<file path="src/rtl/gray_step_monitor.sv">
// rtl/gray_step_monitor.sv - Gray counter step monitor: decodes gray_in and flags illegal steps
// Optional error counter port err_count enabled by `define GRAY_STEP_ERR_CNT_EN.
module gray_step_monitor #(
  parameter int N      = 4,
  parameter int RESYNC = 2
`ifdef GRAY_STEP_ERR_CNT_EN
  ,
  parameter int CNT_W  = 8
`endif
) (
  input  logic         clk,
  input  logic         reset,
  input  logic         enable,
  input  logic [N-1:0] gray_in,
  input  logic         clear_err,
  output logic [N-1:0] bin_out,
  output logic         bin_valid,
  output logic         step_err,
  output logic         err_sticky,
  output logic         in_fault
`ifdef GRAY_STEP_ERR_CNT_EN
  ,
  output logic [CNT_W-1:0] err_count
`endif
);

  localparam logic [1:0] S_INIT  = 2'd0;
  localparam logic [1:0] S_TRACK = 2'd1;
  localparam logic [1:0] S_FAULT = 2'd2;
  localparam logic [3:0] RESYNC_C = 4'(RESYNC);

  function automatic logic [N-1:0] gray2bin(input logic [N-1:0] g);
    logic [N-1:0] b;
    b[N-1] = g[N-1];
    for (int i = N - 2; i >= 0; i--) b[i] = b[i+1] ^ g[i];
    return b;
  endfunction

  logic [1:0]   state;
  logic [N-1:0] prev_gray;
  logic [3:0]   good_cnt;
  logic [N-1:0] in_bin;
  logic [N-1:0] prev_bin_inc;
  logic         legal;
  logic         err_hit;

  assign in_bin       = gray2bin(gray_in);
  assign prev_bin_inc = gray2bin(prev_gray) + N'(1);
  assign legal        = (gray_in == prev_gray) || (in_bin == prev_bin_inc);
  assign err_hit      = enable && (state != S_INIT) && !legal;
  assign in_fault     = (state == S_FAULT);

  always_ff @(posedge clk or posedge reset) begin
    if (reset) begin
      state      <= S_INIT;
      prev_gray  <= '0;
      good_cnt   <= '0;
      bin_out    <= '0;
      bin_valid  <= 1'b0;
      step_err   <= 1'b0;
      err_sticky <= 1'b0;
    end else begin
      step_err <= err_hit;
      // an error on the same edge as clear_err keeps the flag set
      if (err_hit)        err_sticky <= 1'b1;
      else if (clear_err) err_sticky <= 1'b0;

      if (enable) begin
        prev_gray <= gray_in;
        bin_out   <= in_bin;
        case (state)
          S_INIT: begin
            bin_valid <= 1'b1;
            state     <= S_TRACK;
          end
          S_TRACK: begin
            if (!legal) begin
              good_cnt <= '0;
              state    <= S_FAULT;
            end
          end
          default: begin
            if (!legal) begin
              good_cnt <= '0;
            end else if (good_cnt + 4'd1 == RESYNC_C) begin
              good_cnt <= '0;
              state    <= S_TRACK;
            end else begin
              good_cnt <= good_cnt + 4'd1;
            end
          end
        endcase
      end
    end
  end

`ifdef GRAY_STEP_ERR_CNT_EN
  always_ff @(posedge clk or posedge reset) begin
    if (reset) begin
      err_count <= '0;
    end else if (err_hit) begin
      if (clear_err)              err_count <= CNT_W'(1);
      else if (err_count != '1)   err_count <= err_count + CNT_W'(1);
    end else if (clear_err) begin
      err_count <= '0;
    end
  end
`endif

endmodule

</file>
<file path="config.mk">
export PLATFORM = sky130hd
export DESIGN_NAME = gray_step_monitor
export DESIGN_NICKNAME = d
export VERILOG_FILES = /design/src/rtl/gray_step_monitor.sv
export SDC_FILE = /design/constraint.sdc
export NUM_CORES = 1
export LEC_CHECK = 0
export ABC_AREA = 1
export BUFFER_PORTS_ARGS = -buffer_cell sky130_fd_sc_hd__buf_4
export CORE_MARGIN = 5
export CORE_UTILIZATION = 50
export CTS_CLUSTER_SIZE = 16
export DETAILED_ROUTE_END_ITERATION = 10
export PLACE_DENSITY = 0.74
export SLEW_MARGIN = 0
export SYNTH_ARGS = -nofsm -noshare
export SYNTH_HDL_FRONTEND = slang
export SYNTH_SLANG_ARGS = --single-unit
</file>
<file path="constraint.sdc">
create_clock -name clk -period 1.9 [get_ports clk]
set_input_delay 0.38 -clock clk [delete_from_list [all_inputs] [get_ports clk]]
set_output_delay 0.38 -clock clk [all_outputs]
set_load 0.02 [all_outputs]
</file>
# Word level (Yosys, flattened, before mapping)
# Cells that the tools add are included.
[totals]
out_inout_bits = 8
register_bits = 17
[classes]
bitwise = 7
reduce_logical = 12
muxes = 10
n_addsub = 2
eq_ne = 6
[ops]
columns = ["op", "count"]
rows = [
  ["$mux W4", 3],
  ["$add A4 B1 Y4 const B", 2],
  ["$eq A4 B4 Y1", 2],
  ["$pmux W4 S2", 1],
  ["$mux W2", 3],
  ["$reduce_bool A3 Y1", 2],
  ["$xor A1 B1 Y1", 6],
  ["$eq A4 B2 Y1 const B", 1],
  ["$pmux W2 S2", 1],
  ["$reduce_and A4 Y1", 1],
  ["$reduce_bool A2 Y1", 2],
  ["$reduce_and A3 Y1", 1],
  ["$eq A2 B1 Y1 const B", 1],
  ["$eq A2 B2 Y1 const B", 1],
  ["$logic_and A1 B1 Y1", 2],
  ["$logic_not A2 Y1", 1],
  ["$mux W1", 2],
  ["$ne A2 B2 Y1 const B", 1],
  ["$reduce_and A2 Y1", 1],
  ["$logic_not A1 Y1", 1],
  ["$logic_or A1 B1 Y1", 1],
  ["$not A1 Y1", 1],
]

# Longest topological paths before layout
[logic_depth]
ltp_word = 9
depth_mapped = 18
depth_no_buf = 18

# Worst setup path after synthesis
# OpenSTA, ideal clock, no wires.
[synth_path]
kind = "register to register"
from = "register bin_out[3] (netlist name)"
to = "register state[1]"
slack_ns = 0.042
synth_period_minus_slack_ns = 1.858
n_path_buf = 0
setup_ns = 0.113
arrival_time_ns = 1.745
stages_incl_launch_ff = 19
cell_sequence = "dfrtp_1 inv_1 nand2_1 nand2_1 ha_1 inv_1 nand2_1 nand2_2 nand2_1 nand2_1 nand3_2 nor2_4 nand2_4 nand2_2 nand2_1 nand2_1 nand2_1 nand2_1 inv_1"
[synth_lines]
columns = ["element", "line", "text"]
rows = [
  ["to (signal assigned)", "55", "state <= S_INIT;"],
  ["to (signal assigned)", "74", "state <= S_TRACK;"],
  ["to (signal assigned)", "79", "state <= S_FAULT;"],
  ["to (decl)", "39", "logic [1:0] state;"],
]

==> results.ini <==
[outcome]
outcome=complete, but fails checks
violations=setup timing

[pwr]
p_sw_share_pct=39.2
clockPowerShare_pct=15.6
p_comb_share_pct=44.8
p_seq_share_pct=39.6
cellPowerDensity_nw_per_um2=782
switching_power_uw=435
intPower_uw=676
p_leak_uw=0.000747
ir_worst_vdd_mv=0.643

[die]
dieArea_sq_um=3260
core_area_sq_um=2170
die_y_um=57.1
io_pins=16
die_x_um=57.1
num_rows=17
initial_core_util_pct=51.2

[detailed_routing]
vias=1001
avgRoutedWirePerCell_um=11.6
routed_wirelength_um=2370
vias_per_cell=4.91
ant_nets=0
drc=0
drt_pass1_iterations=6
first_iter_violations=20

[critical_path]
crit_start=bin_out[3]
ff2ff_setup_slack_ps=-20
cp-start-kind=flop
worstPathRequired_ps=2090
path_cells=inv_2, nand2_2, nand2_2, ha_4, nand2_4, nand2_4, nand2_2, nand2_1, nand3_2, nor2_4, nand2_4, nand2_4, nand2_2, nand2_2, nand2_1, nand2_1, nand2_1
critPathArrivalTime_ps=2110
rr_startpoint=bin_out[3]
cp_max_fo=5
cpMostUsedCell=nand2_2
crit_type=reg -> reg
max_stage_delay_ps=420
endpoint_kind=flop
cp_slowest_cell=dfrtp_1
reg2reg_to=state[0]
rr_worst_depth=17
cp-endpoint=state[0]

[yosys]
yosysWarningCount=0
synthesis.area_sq_um=1110
synth_xor_area_share_pct=4.73
syn_avg_cell_area_sq_um=7.36
synth_nets=162
synth_top_family_by_area=simple AND/OR/NAND/NOR gates
synth_seq_cells=16
synth_compound_area_share_pct=5.41
synth-simple-area-share_pct=40.3
ys_seq_area_share_pct=36.0
syn_inst=151
synth.distinct_cells=21
synthAdderAreaFrac_pct=3.38
synthMuxAreaShare_pct=0

[cells_and_area]
multi_input_area_sq_um=678
drive_gt1_share_pct=39.2
seq_area_sq_um=400
n_fill_cell=174
design_area_sq_um=1420
diodes=0
area_growth_pct=27.9
finish.net_count=189
layout.cells.non_filler=204

[worst_hold_path]
hold_path_class=in -> async

[grt]
grt_pass1_wl_um=3840
groute.usage.overall_pct=15.0
grt_max_degree=17
grt_pass1_vias=947
antenna_found_initial=0
gr-total-overflow=0

[sta]
slew_viol_final=0
slew_headroom_pct=59.3
finalCritPeriodShare_pct=101
rsz0062_at_grt=yes
finalHoldViolCount=0
worst_pin_slew_ps=609
setup_violations=6
setup_ws_ps=-22.7
skew_ps=4.65
hold_ws_ps=162
fmax_ghz=0.520
period_needed_ps=1920

[clock_tree]
htreeDepth=1
clk_pin_slew_ps=90
root_buffer=clkbuf_4
worstSkewPairLatency_ps=290
cts_inserted_buffers=3
cts_tree=yes
clock_path_buffers=2
clkSinkCount=16
cts_hold_buf=0

[placement]
finalWeightedCongestion=0.840
portBuffers=15
placed_cell_area_sq_um=1280
hpwl_um=1780
dp_cells=197

[job]
drv_cap=0

-- flip-flops by register name (all words and copies together) (netlist names) --
signal / cells
good_cnt: 4
bin_out: 4
prev_gray: 3
step_err: 1
err_sticky: 1
bin_valid: 1
state: 2
-- through the flow --
stage	setup TNS (ps)	setup WS [ps]	power (uW)	utilization (%)
CTS	-159	-35.0	1070	61.4
detailed placement	-361	-81.1	880	59.2
finish	-80.0	-22.7	1110	65.5
global route	-1080	-202	1200	65.5
floorplan	0	42.5	733	-
global placement	-0.914	-0.914	869	59.2
-- per-layer routing --
layer	track usage (%)	part of all wire (%)	vias up
met4	6.95	2.2	0
met3	2.04	1.5	4
met2	28.2	55	7
li1	-	-	522
met1	16.5	42	468
met5	0	0	-
-- synth_stat cells --
master | number | share of area [%]
dfrtp_1 | 16 | 36
nand3_4 | 1 | 1.6
nor2_1 | 10 | 3.4
nand3_2 | 5 | 4.5
a31oi_1 | 2 | 1.1
xnor2_1 | 5 | 3.9
ha_1 | 3 | 3.4
o21ai_0 | 6 | 2.7
nor2_4 | 1 | 1.0
clkbuf_1 | 1 | 0.34
inv_1 | 24 | 8.1
a21oi_1 | 2 | 0.90
nand3_1 | 18 | 8.1
o21bai_1 | 1 | 0.68
nand2_4 | 3 | 3.0
buf_4 | 1 | 0.68
xor2_1 | 1 | 0.79
nand2_1 | 37 | 12
nand4_1 | 2 | 1.1
inv_2 | 3 | 1.0
nand2_2 | 9 | 5.1
-- cell usage in the layout (no fill, tap or decap) --
cell type,instances
a21oi_1,2
a31oi_1,2
buf_4,23
buf_6,1
clkbuf_4,3
dfrtp_1,16
ha_1,2
ha_4,1
inv_1,21
inv_2,6
nand2_1,24
nand2_2,19
nand2_4,6
nand3_1,16
nand3_2,6
nand3_4,2
nand4_1,2
nor2_1,9
nor2_2,1
nor2_4,1
o21ai_0,5
o21ai_1,1
o21bai_1,1
xnor2_1,5
xor2_1,1
-- cell families after synthesis --
kind of cell,Yosys count
adders and majority gates,3
buffers and inverters,29
AOI/OAI and AO/OA,11
xor gates and xnor gates,6
DFF,16
and+or+nand+nor,86
-- worst max-delay path: cells and delay by family, from the launching register on --
kind	cells	cell delay (ps)
DFF	1	420
adders and majority gates	1	290
buffers and inverters	1	60
and+or+nand+nor	15	1050
-- power by group through the flow --
stage	Clock, uW	Sequential (uW)	Combinational (uW)
after floorplan	0	467	266
after global placement	0	440	429
after detailed placement	0	445	435
after CTS	180	438	447
after global routing	195	450	554
final	173	440	498
-- area by class of cell --
class                           count  share of cell area [%]
Clock buffer                        3                    1.58
Multi-Input combinational cell    106                    47.7
Tap cell                           28                    2.46
Sequential cell                    16                    28.2
Timing Repair Buffer               24                    12.9
Inverter                           27                    7.13
-- how the worst min path moves through the flow --
stage,from,end,depth (start not counted)
2_1_floorplan,reset,bin_out[0],1
3_3_place_gp,bin_valid,bin_valid,1
3_5_place_dp,bin_valid,bin_valid,1
4_1_cts,reset,good_cnt[3],2
5_1_grt,reset,step_err,2
6_report,reset,good_cnt[3],2
-- what timing repair did --
item | CTS | global route
pin swaps | 6 | 4
resized for setup | 2 | 24
endpoints found under the setup margin | 6 | 7
buffers inserted | 3 | 1
Power figures use the tool's default switching activity.
